## src/rtl/uart_axil_regs.sv

```systemverilog
// AXI4-Lite register front end for a UART: TX/RX byte FIFOs, status and control.
// Define UART_AXIL_IRQ_EN to build the registered level interrupt and its enable bit.
module uart_axil_regs #(
  parameter int FIFO_DEPTH = 16
) (
  input  logic        chipset_clk,
  input  logic        chipset_rst_n,
  input  logic [12:0] uart_axi_awaddr,
  input  logic        uart_axi_awvalid,
  output logic        uart_axi_awready,
  input  logic [31:0] uart_axi_wdata,
  input  logic [3:0]  uart_axi_wstrb,
  input  logic        uart_axi_wvalid,
  output logic        uart_axi_wready,
  output logic [1:0]  uart_axi_bresp,
  output logic        uart_axi_bvalid,
  input  logic        uart_axi_bready,
  input  logic [12:0] uart_axi_araddr,
  input  logic        uart_axi_arvalid,
  output logic        uart_axi_arready,
  output logic [31:0] uart_axi_rdata,
  output logic [1:0]  uart_axi_rresp,
  output logic        uart_axi_rvalid,
  input  logic        uart_axi_rready,
  output logic [7:0]  tx_data,
  output logic        tx_valid,
  input  logic        tx_ready,
  input  logic [7:0]  rx_data,
  input  logic        rx_valid,
  output logic        rx_ready,
  output logic        uart_irq
);

  localparam int AW = $clog2(FIFO_DEPTH);
  localparam int CW = AW + 1;
  localparam logic [CW-1:0] FULL_CNT = CW'(FIFO_DEPTH);
  localparam logic [CW-1:0] CNT_ONE  = CW'(1);
  localparam logic [AW-1:0] PTR_ONE  = AW'(1);

  logic          r_bvalid;
  logic          r_rvalid;
  logic [31:0]   r_rdata;
  logic          r_alive;
  logic          r_ovr;

  logic [7:0]    r_tx_mem [FIFO_DEPTH];
  logic [AW-1:0] r_tx_wp;
  logic [AW-1:0] r_tx_rp;
  logic [CW-1:0] r_tx_cnt;
  logic [7:0]    r_rx_mem [FIFO_DEPTH];
  logic [AW-1:0] r_rx_wp;
  logic [AW-1:0] r_rx_rp;
  logic [CW-1:0] r_rx_cnt;

  logic        w_wr_en;
  logic        w_rd_en;
  logic        w_wr_tx;
  logic        w_wr_ctrl;
  logic        w_ar_rx;
  logic        w_ar_st;
  logic        w_tx_full;
  logic        w_tx_empty;
  logic        w_rx_full;
  logic        w_rx_ne;
  logic        w_tx_push;
  logic        w_tx_drop;
  logic        w_tx_pop;
  logic        w_tx_flush;
  logic        w_rx_push;
  logic        w_rx_pop;
  logic        w_rx_flush;
  logic        w_ie;
  logic [31:0] w_stat;
  logic [31:0] w_rdata;
  logic        w_unused;

  assign w_tx_full  = (r_tx_cnt == FULL_CNT);
  assign w_tx_empty = (r_tx_cnt == '0);
  assign w_rx_full  = (r_rx_cnt == FULL_CNT);
  assign w_rx_ne    = (r_rx_cnt != '0);

  // Handshakes are gated by reset directly so they read 0 while held.
  assign w_wr_en = chipset_rst_n & uart_axi_awvalid
                 & uart_axi_wvalid & ~r_bvalid;
  assign uart_axi_awready = w_wr_en;
  assign uart_axi_wready  = w_wr_en;
  assign uart_axi_arready = chipset_rst_n & ~r_rvalid;
  assign w_rd_en = uart_axi_arvalid & uart_axi_arready;

  assign w_wr_tx   = w_wr_en & uart_axi_wstrb[0]
                   & (uart_axi_awaddr[3:2] == 2'd1);
  assign w_wr_ctrl = w_wr_en & uart_axi_wstrb[0]
                   & (uart_axi_awaddr[3:2] == 2'd3);
  assign w_ar_rx   = (uart_axi_araddr[3:2] == 2'd0);
  assign w_ar_st   = (uart_axi_araddr[3:2] == 2'd2);

  assign w_tx_push  = w_wr_tx & ~w_tx_full;
  assign w_tx_drop  = w_wr_tx & w_tx_full;
  assign w_tx_pop   = ~w_tx_empty & tx_ready;
  assign w_tx_flush = w_wr_ctrl & uart_axi_wdata[0];
  assign w_rx_push  = rx_valid & rx_ready;
  assign w_rx_pop   = w_rd_en & w_ar_rx & w_rx_ne;
  assign w_rx_flush = w_wr_ctrl & uart_axi_wdata[1];

  assign tx_valid = ~w_tx_empty;
  assign tx_data  = r_tx_mem[r_tx_rp];
  assign rx_ready = r_alive & ~w_rx_full;

  assign uart_axi_bvalid = r_bvalid;
  assign uart_axi_rvalid = r_rvalid;
  assign uart_axi_rdata  = r_rdata;
  assign uart_axi_bresp  = 2'b00;
  assign uart_axi_rresp  = 2'b00;

  assign w_stat = {25'd0, r_ovr, 1'b0, w_ie, w_tx_full,
                   w_tx_empty, w_rx_full, w_rx_ne};

  always_comb begin
    w_rdata = '0;
    unique case (1'b1)
      w_ar_rx: w_rdata = w_rx_ne ? {24'd0, r_rx_mem[r_rx_rp]} : '0;
      w_ar_st: w_rdata = w_stat;
      default: w_rdata = '0;
    endcase
  end

  always_ff @(posedge chipset_clk or negedge chipset_rst_n) begin
    if (!chipset_rst_n) begin
      r_bvalid <= 1'b0;
      r_rvalid <= 1'b0;
      r_rdata  <= '0;
      r_alive  <= 1'b0;
      r_ovr    <= 1'b0;
    end else begin
      r_alive <= 1'b1;
      if (w_wr_en)
        r_bvalid <= 1'b1;
      else if (uart_axi_bready)
        r_bvalid <= 1'b0;
      if (w_rd_en) begin
        r_rvalid <= 1'b1;
        r_rdata  <= w_rdata;
      end else if (uart_axi_rready) begin
        r_rvalid <= 1'b0;
      end
      // A drop on the same edge as a STAT read keeps the flag.
      if (w_tx_drop)
        r_ovr <= 1'b1;
      else if (w_rd_en && w_ar_st)
        r_ovr <= 1'b0;
    end
  end

  always_ff @(posedge chipset_clk or negedge chipset_rst_n) begin
    if (!chipset_rst_n) begin
      r_tx_wp  <= '0;
      r_tx_rp  <= '0;
      r_tx_cnt <= '0;
    end else if (w_tx_flush) begin
      r_tx_wp  <= '0;
      r_tx_rp  <= '0;
      r_tx_cnt <= '0;
    end else begin
      if (w_tx_push) r_tx_wp <= r_tx_wp + PTR_ONE;
      if (w_tx_pop)  r_tx_rp <= r_tx_rp + PTR_ONE;
      unique case ({w_tx_push, w_tx_pop})
        2'b10:   r_tx_cnt <= r_tx_cnt + CNT_ONE;
        2'b01:   r_tx_cnt <= r_tx_cnt - CNT_ONE;
        default: r_tx_cnt <= r_tx_cnt;
      endcase
    end
  end

  always_ff @(posedge chipset_clk or negedge chipset_rst_n) begin
    if (!chipset_rst_n) begin
      r_rx_wp  <= '0;
      r_rx_rp  <= '0;
      r_rx_cnt <= '0;
    end else if (w_rx_flush) begin
      r_rx_wp  <= '0;
      r_rx_rp  <= '0;
      r_rx_cnt <= '0;
    end else begin
      if (w_rx_push) r_rx_wp <= r_rx_wp + PTR_ONE;
      if (w_rx_pop)  r_rx_rp <= r_rx_rp + PTR_ONE;
      unique case ({w_rx_push, w_rx_pop})
        2'b10:   r_rx_cnt <= r_rx_cnt + CNT_ONE;
        2'b01:   r_rx_cnt <= r_rx_cnt - CNT_ONE;
        default: r_rx_cnt <= r_rx_cnt;
      endcase
    end
  end

  // Storage needs no reset: occupancy is tracked by the counters.
  always_ff @(posedge chipset_clk) begin
    if (w_tx_push) r_tx_mem[r_tx_wp] <= uart_axi_wdata[7:0];
    if (w_rx_push) r_rx_mem[r_rx_wp] <= rx_data;
  end

`ifdef UART_AXIL_IRQ_EN
  logic r_ie;
  logic r_irq;

  always_ff @(posedge chipset_clk or negedge chipset_rst_n) begin
    if (!chipset_rst_n) begin
      r_ie  <= 1'b0;
      r_irq <= 1'b0;
    end else begin
      if (w_wr_ctrl) r_ie <= uart_axi_wdata[4];
      r_irq <= r_ie & (w_rx_ne | w_tx_empty);
    end
  end

  assign w_ie     = r_ie;
  assign uart_irq = r_irq;
`else
  assign w_ie     = 1'b0;
  assign uart_irq = 1'b0;
`endif

  assign w_unused = &{1'b0, uart_axi_awaddr[12:4],
                      uart_axi_awaddr[1:0], uart_axi_wdata[31:8],
                      uart_axi_wstrb[3:1], uart_axi_araddr[12:4],
                      uart_axi_araddr[1:0]};

endmodule

```

## config.mk

```make
export PLATFORM = sky130hd
export DESIGN_NAME = uart_axil_regs
export DESIGN_NICKNAME = d
export VERILOG_FILES = /design/src/rtl/uart_axil_regs.sv
export SDC_FILE = /design/constraint.sdc
export NUM_CORES = 1
export LEC_CHECK = 0
export ABC_AREA = 0
export BUFFER_PORTS_ARGS = -buffer_cell sky130_fd_sc_hd__buf_2
export CAP_MARGIN = 20
export CORE_UTILIZATION = 65
export CTS_BUF_LIST = sky130_fd_sc_hd__clkbuf_8
export DETAILED_ROUTE_END_ITERATION = 10
export PLACE_DENSITY_LB_ADDON = 0.3
export SETUP_SLACK_MARGIN = 0.4
export SYNTH_ARGS = -nofsm -noshare
export SYNTH_HDL_FRONTEND = slang
export SYNTH_SLANG_ARGS = --single-unit
export TNS_END_PERCENT = 50
```

## constraint.sdc

```tcl
create_clock -name chipset_clk -period 3.95 [get_ports chipset_clk]
set_input_delay 0.5925 -clock chipset_clk [delete_from_list [all_inputs] [get_ports chipset_clk]]
set_output_delay 0.5925 -clock chipset_clk [all_outputs]
set_load 0.02 [all_outputs]
```

Word-level counts from Yosys, hierarchy flattened
Memory sizes are Yosys's and may differ from the RTL's. Index checks and enable logic that the tools add are counted.

Add/sub/neg operators: 8. Eq/ne operators: 9. Muxes and demuxes: 24. Bitwise logic cells: 22. Reductions and logical operators: 13.

Operators with widths (number): 2-to-1 mux 4 bit (8); case mux 5 bit (2 select lines) (2); AND 1 bit (17); adder 4 x 1 -> 4 bit, second input constant (4); case mux 8 bit (2 select lines) (1); nonzero test 2 bit (7); adder 5 x 1 -> 5 bit, second input constant (2); == test 5 bit, second input constant (2); 2-to-1 mux 1 bit (10); 2-to-1 mux 5 bit (2); subtractor 5 x 1 -> 5 bit, second input constant (2); == test 2 bit, second input constant (4); 2-to-1 mux 8 bit (1); == test 2 x 1 -> 1 bit, second input constant (3); nonzero test 3 bit (2); zero test 5 bit (1); inverter 1 bit (5); nonzero test 5 bit (1); zero test 2 bit (1); logical AND 1 bit (1).

Flip-flop bits (word level): 62. RAM bits: 256. Input bits: 79. Output and inout bits: 52. Logic and storage cells: 89. Memories kept: 2.

Memories: r_rx_mem (depth 16, bits a word 8, read ports 1, clocked after memory_dff 0, write ports 1, RTL line 50) `logic [7:0] r_rx_mem [FIFO_DEPTH];`; r_tx_mem (depth 16, bits a word 8, read ports 1, clocked after memory_dff 0, write ports 1, RTL line 46) `logic [7:0] r_tx_mem [FIFO_DEPTH];`.

Depth between registers and ports, before layout
Depth after elaboration: 9. Depth in mapped cells: 11. Depth with buffers taken out: 10.

Least setup slack after synthesis
No wires, ideal clock.

Path type: input to register. From: input uart_axi_awvalid. To: register r_tx_cnt[4]. Library setup time: 125 ps. Arrival time: 2593 ps. Data required time: 3825 ps. Setup slack: 1232 ps. Stages: 9. Path buffers: 1. Cell sequence: nand4b_4 or3_1 buf_2 o21ai_4 xnor2_1 ha_1 o31a_2 o32a_1 mux2_4.

Cells in the longest elaborated chain, start to end: 9.

Ends and longest elaborated chain: start, declared (RTL line 9) `input logic uart_axi_awvalid,`; AND 1 bit * (RTL line 83) `assign w_wr_en = chipset_rst_n & uart_axi_awvalid`; AND 1 bit * (2 in a row) (RTL line 84) `& uart_axi_wvalid & ~r_bvalid;`; AND 1 bit * (RTL line 90, 92); AND 1 bit (RTL line 91) `& (uart_axi_awaddr[3:2] == 2'd1);`; AND 1 bit (RTL line 97) `assign w_tx_push = w_wr_tx & ~w_tx_full;`; == test 2 x 1 -> 1 bit or == test 2 bit (tied branches) (RTL line 166) `unique case ({w_tx_push, w_tx_pop})`; case mux 5 bit (2 select lines) (RTL line 166); 2-to-1 mux 5 bit (RTL line 159) `end else if (w_tx_flush) begin`; end signal, assigned (RTL line 167) `2'b10: r_tx_cnt <= r_tx_cnt + CNT_ONE;`; end signal, assigned (RTL line 168) `2'b01: r_tx_cnt <= r_tx_cnt - CNT_ONE;`; end signal, assigned (RTL line 169) `default: r_tx_cnt <= r_tx_cnt;`; end, declared (RTL line 49) `logic [CW-1:0] r_tx_cnt;`.

Every way passes the cells marked *; elsewhere a longest branch is shown, timed or not. A chain may end at the register's enable or synchronous reset.

Worst setup path in the final report
From: input chipset_rst_n. To: register r_tx_cnt[4].

Cells in the longest elaborated chain, start to end: 9.

Ends and longest elaborated chain: start, declared (RTL line 7) `input logic chipset_rst_n,`; AND 1 bit * (RTL line 83); AND 1 bit * (2 in a row) (RTL line 84); AND 1 bit * (RTL line 90, 92); AND 1 bit (RTL line 91); AND 1 bit (RTL line 97); == test 2 x 1 -> 1 bit or == test 2 bit (tied branches) (RTL line 166); case mux 5 bit (2 select lines) (RTL line 166); 2-to-1 mux 5 bit (RTL line 159).

Marked as above.

==> flow_summary.ini <==
[route]
totalWireLength_um = 23700
drc = 0
drtAntennaViolNets = 0
dr.pass1.iters = 5
viasPerCell = 6.13
drt_iter0_drc = 497
wl_per_cell_um = 23.0
num_vias = 6297

[cts]
cts_made_buffers = 46
cts_resized = 0
clockRootBuffer = clkbuf_8
tritoncts = built
clkTransAtPathRegs_ps = 60
clk-insertion-delay-late_ps = 550
cts_sinks = 294
htree_levels = 2
max-clock-path-buffers = 3

[placed_design]
place.gp.congestion = 0.820
hpwl_um = 15400
portBuffers = 52
dp_worst_setup_slack_ps = 370

[critical_path]
crit_buf_inv = 2
cp.arrival_ps = 3760
start_kind = input port
path_cells = dlygate4sd3_1 > buf_2 > nand4b_4 > or3_1 > o21ai_4 > xnor2_1 > ha_1 > o31a_2 > o32a_1 > mux2_4
slowest_delay_ps = 540
crit_family = compound AO/OA/AOI/OAI gates
crit_fanout = 16
critPathSlowestCell = or3_1
crit_type = in -> reg
end_kind = register
cp.required_ps = 4380

[yosys]
avgSynthCellArea_um2 = 18.3
synth-main-ff-cell = edfxtp_1
seq_area_frac_synth = 0.697
async_reset_ff_frac = 0.129
synth-xor-area-share = 0.0128
synth_seq_cells = 294
synthSimpleGateAreaFrac = 0.0629
synth_cell_type_count = 67
yosysWarnings = 0
syn_inst = 679
syn-cell-area_um2 = 12400
synthMuxAreaShare = 0.136
synth_top_family_by_area = multiplexers
yosys.area_share.adder = 0.0168
synth-compound-area-share = 0.0413
synth_edf_count = 256

[cells_and_area]
nets = 855
fillCellCount = 1106
final_core_utilization = 0.728
drive_gt1_frac = 0.267
layout_common_cells = edfxtp_1 (256), mux4_2 (70), buf_2 (52), clkbuf_8 (49), dfrtp_1 (36)
n_antenna_cell = 0
layout_commonest_cell = edfxtp_1
syn_to_final_growth_pct = 9.83

[timing]
holdWs_ps = 222
min_period_over_period = 0.844
fmax_ghz = 0.300
setup_ws_ps = 614
hold_violations = 0
final.min_clock_period_ps = 3340
rsz0062_at_grt = no
setup_viol = 0
fin_skew_ps = 27.0
final_max_slew_viol_count = 0
tightest_slew_ps = 1100
fin_tns_setup_ps = 0
max_slew_margin = 0.264

[pwr]
p_seq_frac = 0.470
p_per_area_nw_per_um2 = 631
ir_drop_v = 0.000451
clkPwrFrac = 0.262
power_leakage_nw = 4.80
power.switching_mw = 2.67
internal-power_mw = 5.92
pwr-share-comb = 0.268
switching_share = 0.311

[grt]
grt.total_usage = 0.251
grt_pass1_wl_um = 36300
grt_pass1_vias = 6571
gr-total-overflow = 0
antenna_found_initial = 0
grt_max_degree = 36

[floorplanning]
num_rows = 50
io_pins = 131
die_x_um = 140
core_area_um2 = 18700
die_y_um = 140
start_util = 0.663
die_area_um2 = 19600

[flow_run]
max_cap_viol_count = 0

[run_status]
status = completed

[hold_path]
hp-class = in -> reg
flip-flops by register name, summed over array words and instances (netlist names):
name and flops:
r_rx_mem 128, uart_axi_rvalid 1, r_tx_rp 4, r_tx_cnt 5
r_ovr 1, uart_axi_bvalid 1, uart_axi_rdata 8, r_rx_cnt 5
r_rx_wp 4, r_tx_wp 4, r_tx_mem 128, r_rx_rp 4
r_alive 1
Yosys cell counts, types with 7 or more instances:
cell type | n | area [µm²]
and2_1 | 27 | 169
buf_2 | 8 | 40.0
o21ai_0 | 9 | 45.0
inv_1 | 12 | 45.0
nand3_1 | 8 | 40.0
buf_4 | 31 | 233
nor2b_1 | 8 | 50.1
mux4_2 | 70 | 1580
clkbuf_1 | 16 | 60.1
xnor2_1 | 9 | 78.8
a21oi_1 | 11 | 55.1
nor2_1 | 29 | 109
dfrtp_1 | 38 | 951
mux2i_1 | 7 | 70.1
ha_1 | 15 | 188
nand2_1 | 28 | 105
edfxtp_1 | 256 | 7690
and4_1 | 8 | 70.1
worst paths after layout:
check	startpoint	to	slack (ps)	cells past startpoint
setup / recovery	chipset_rst_n	r_tx_cnt[4]$_DFFE_PN0P_	610	10
hold / removal	uart_axi_rready	uart_axi_rvalid$_DFFE_PN0P_	220	2
max in group asynchronous	chipset_rst_n	r_rx_rp[0]$_DFFE_PN0P_	2730	3
hold reg to reg	uart_axi_rdata[1]$_DFFE_PN0P_	uart_axi_rdata[1]$_DFFE_PN0P_	510	2
min in group asynchronous	chipset_rst_n	uart_axi_rvalid$_DFFE_PN0P_	510	2
setup reg to reg	r_rx_cnt[1]$_DFFE_PN0P_	r_rx_cnt[4]$_DFFE_PN0P_	1010	10
metal layers:
| metal | vias up | part of all wire | track usage | wire length (µm) |
|---|---|---|---|---|
| met2 | 223 | 0.53 | 0.432 | 12600 |
| met3 | 48 | 0.047 | 0.0431 | 1110 |
| met5 | - | 0 | 0 | 0 |
| met4 | 0 | 0.025 | 0.0931 | 600 |
| met1 | 3215 | 0.40 | 0.327 | 9400 |
| li1 | 2811 | - | - | - |
final cells by class:
class	instances	area, µm²	share of cell area
sequential	294	8640	0.635
clock inverter	33	134	0.00983
inverter	13	51.3	0.00377
multi-input combinational	341	3460	0.254
clock buffer	49	674	0.0495
timing repair buffer	64	365	0.0268
tap	234	293	0.0215
through the flow:
step                      instances  power [mW]  instance area, µm²
after floorplan                 707        5.75               12500
after global placement          942        6.30               12800
after detailed placement        942        6.40               12800
final                          1028        8.59               13600
after global routing           1028        8.95               13600
after CTS                      1025        8.63               13600
cell families (layout without fill, tap and decap cells):
group	after synthesis	count (layout)
muxes	80	80
and+or+nand+nor	135	135
other	2	30
AOI/OAI and AO/OA	64	64
xor gates and xnor gates	16	16
DFF	294	294
adders and majority gates	16	16
buffers and inverters	72	159
power by group through the flow:
| stage | clock [mW] | combinational [mW] | sequential (mW) |
|---|---|---|---|
| floorplan | 0 | 1.94 | 3.81 |
| global placement | 0 | 2.23 | 4.07 |
| detailed placement | 0 | 2.30 | 4.10 |
| CTS | 2.29 | 2.31 | 4.04 |
| global route | 2.42 | 2.46 | 4.07 |
| finish | 2.25 | 2.30 | 4.03 |
repair_timing:
action	4_1_cts	5_1_grt
endpoints found under the setup margin	0	2
endpoints found under the hold margin	12	0
buffers inserted	0	3
hold buffers	1	0
Note: power is estimated with default switching activity, not from simulation.
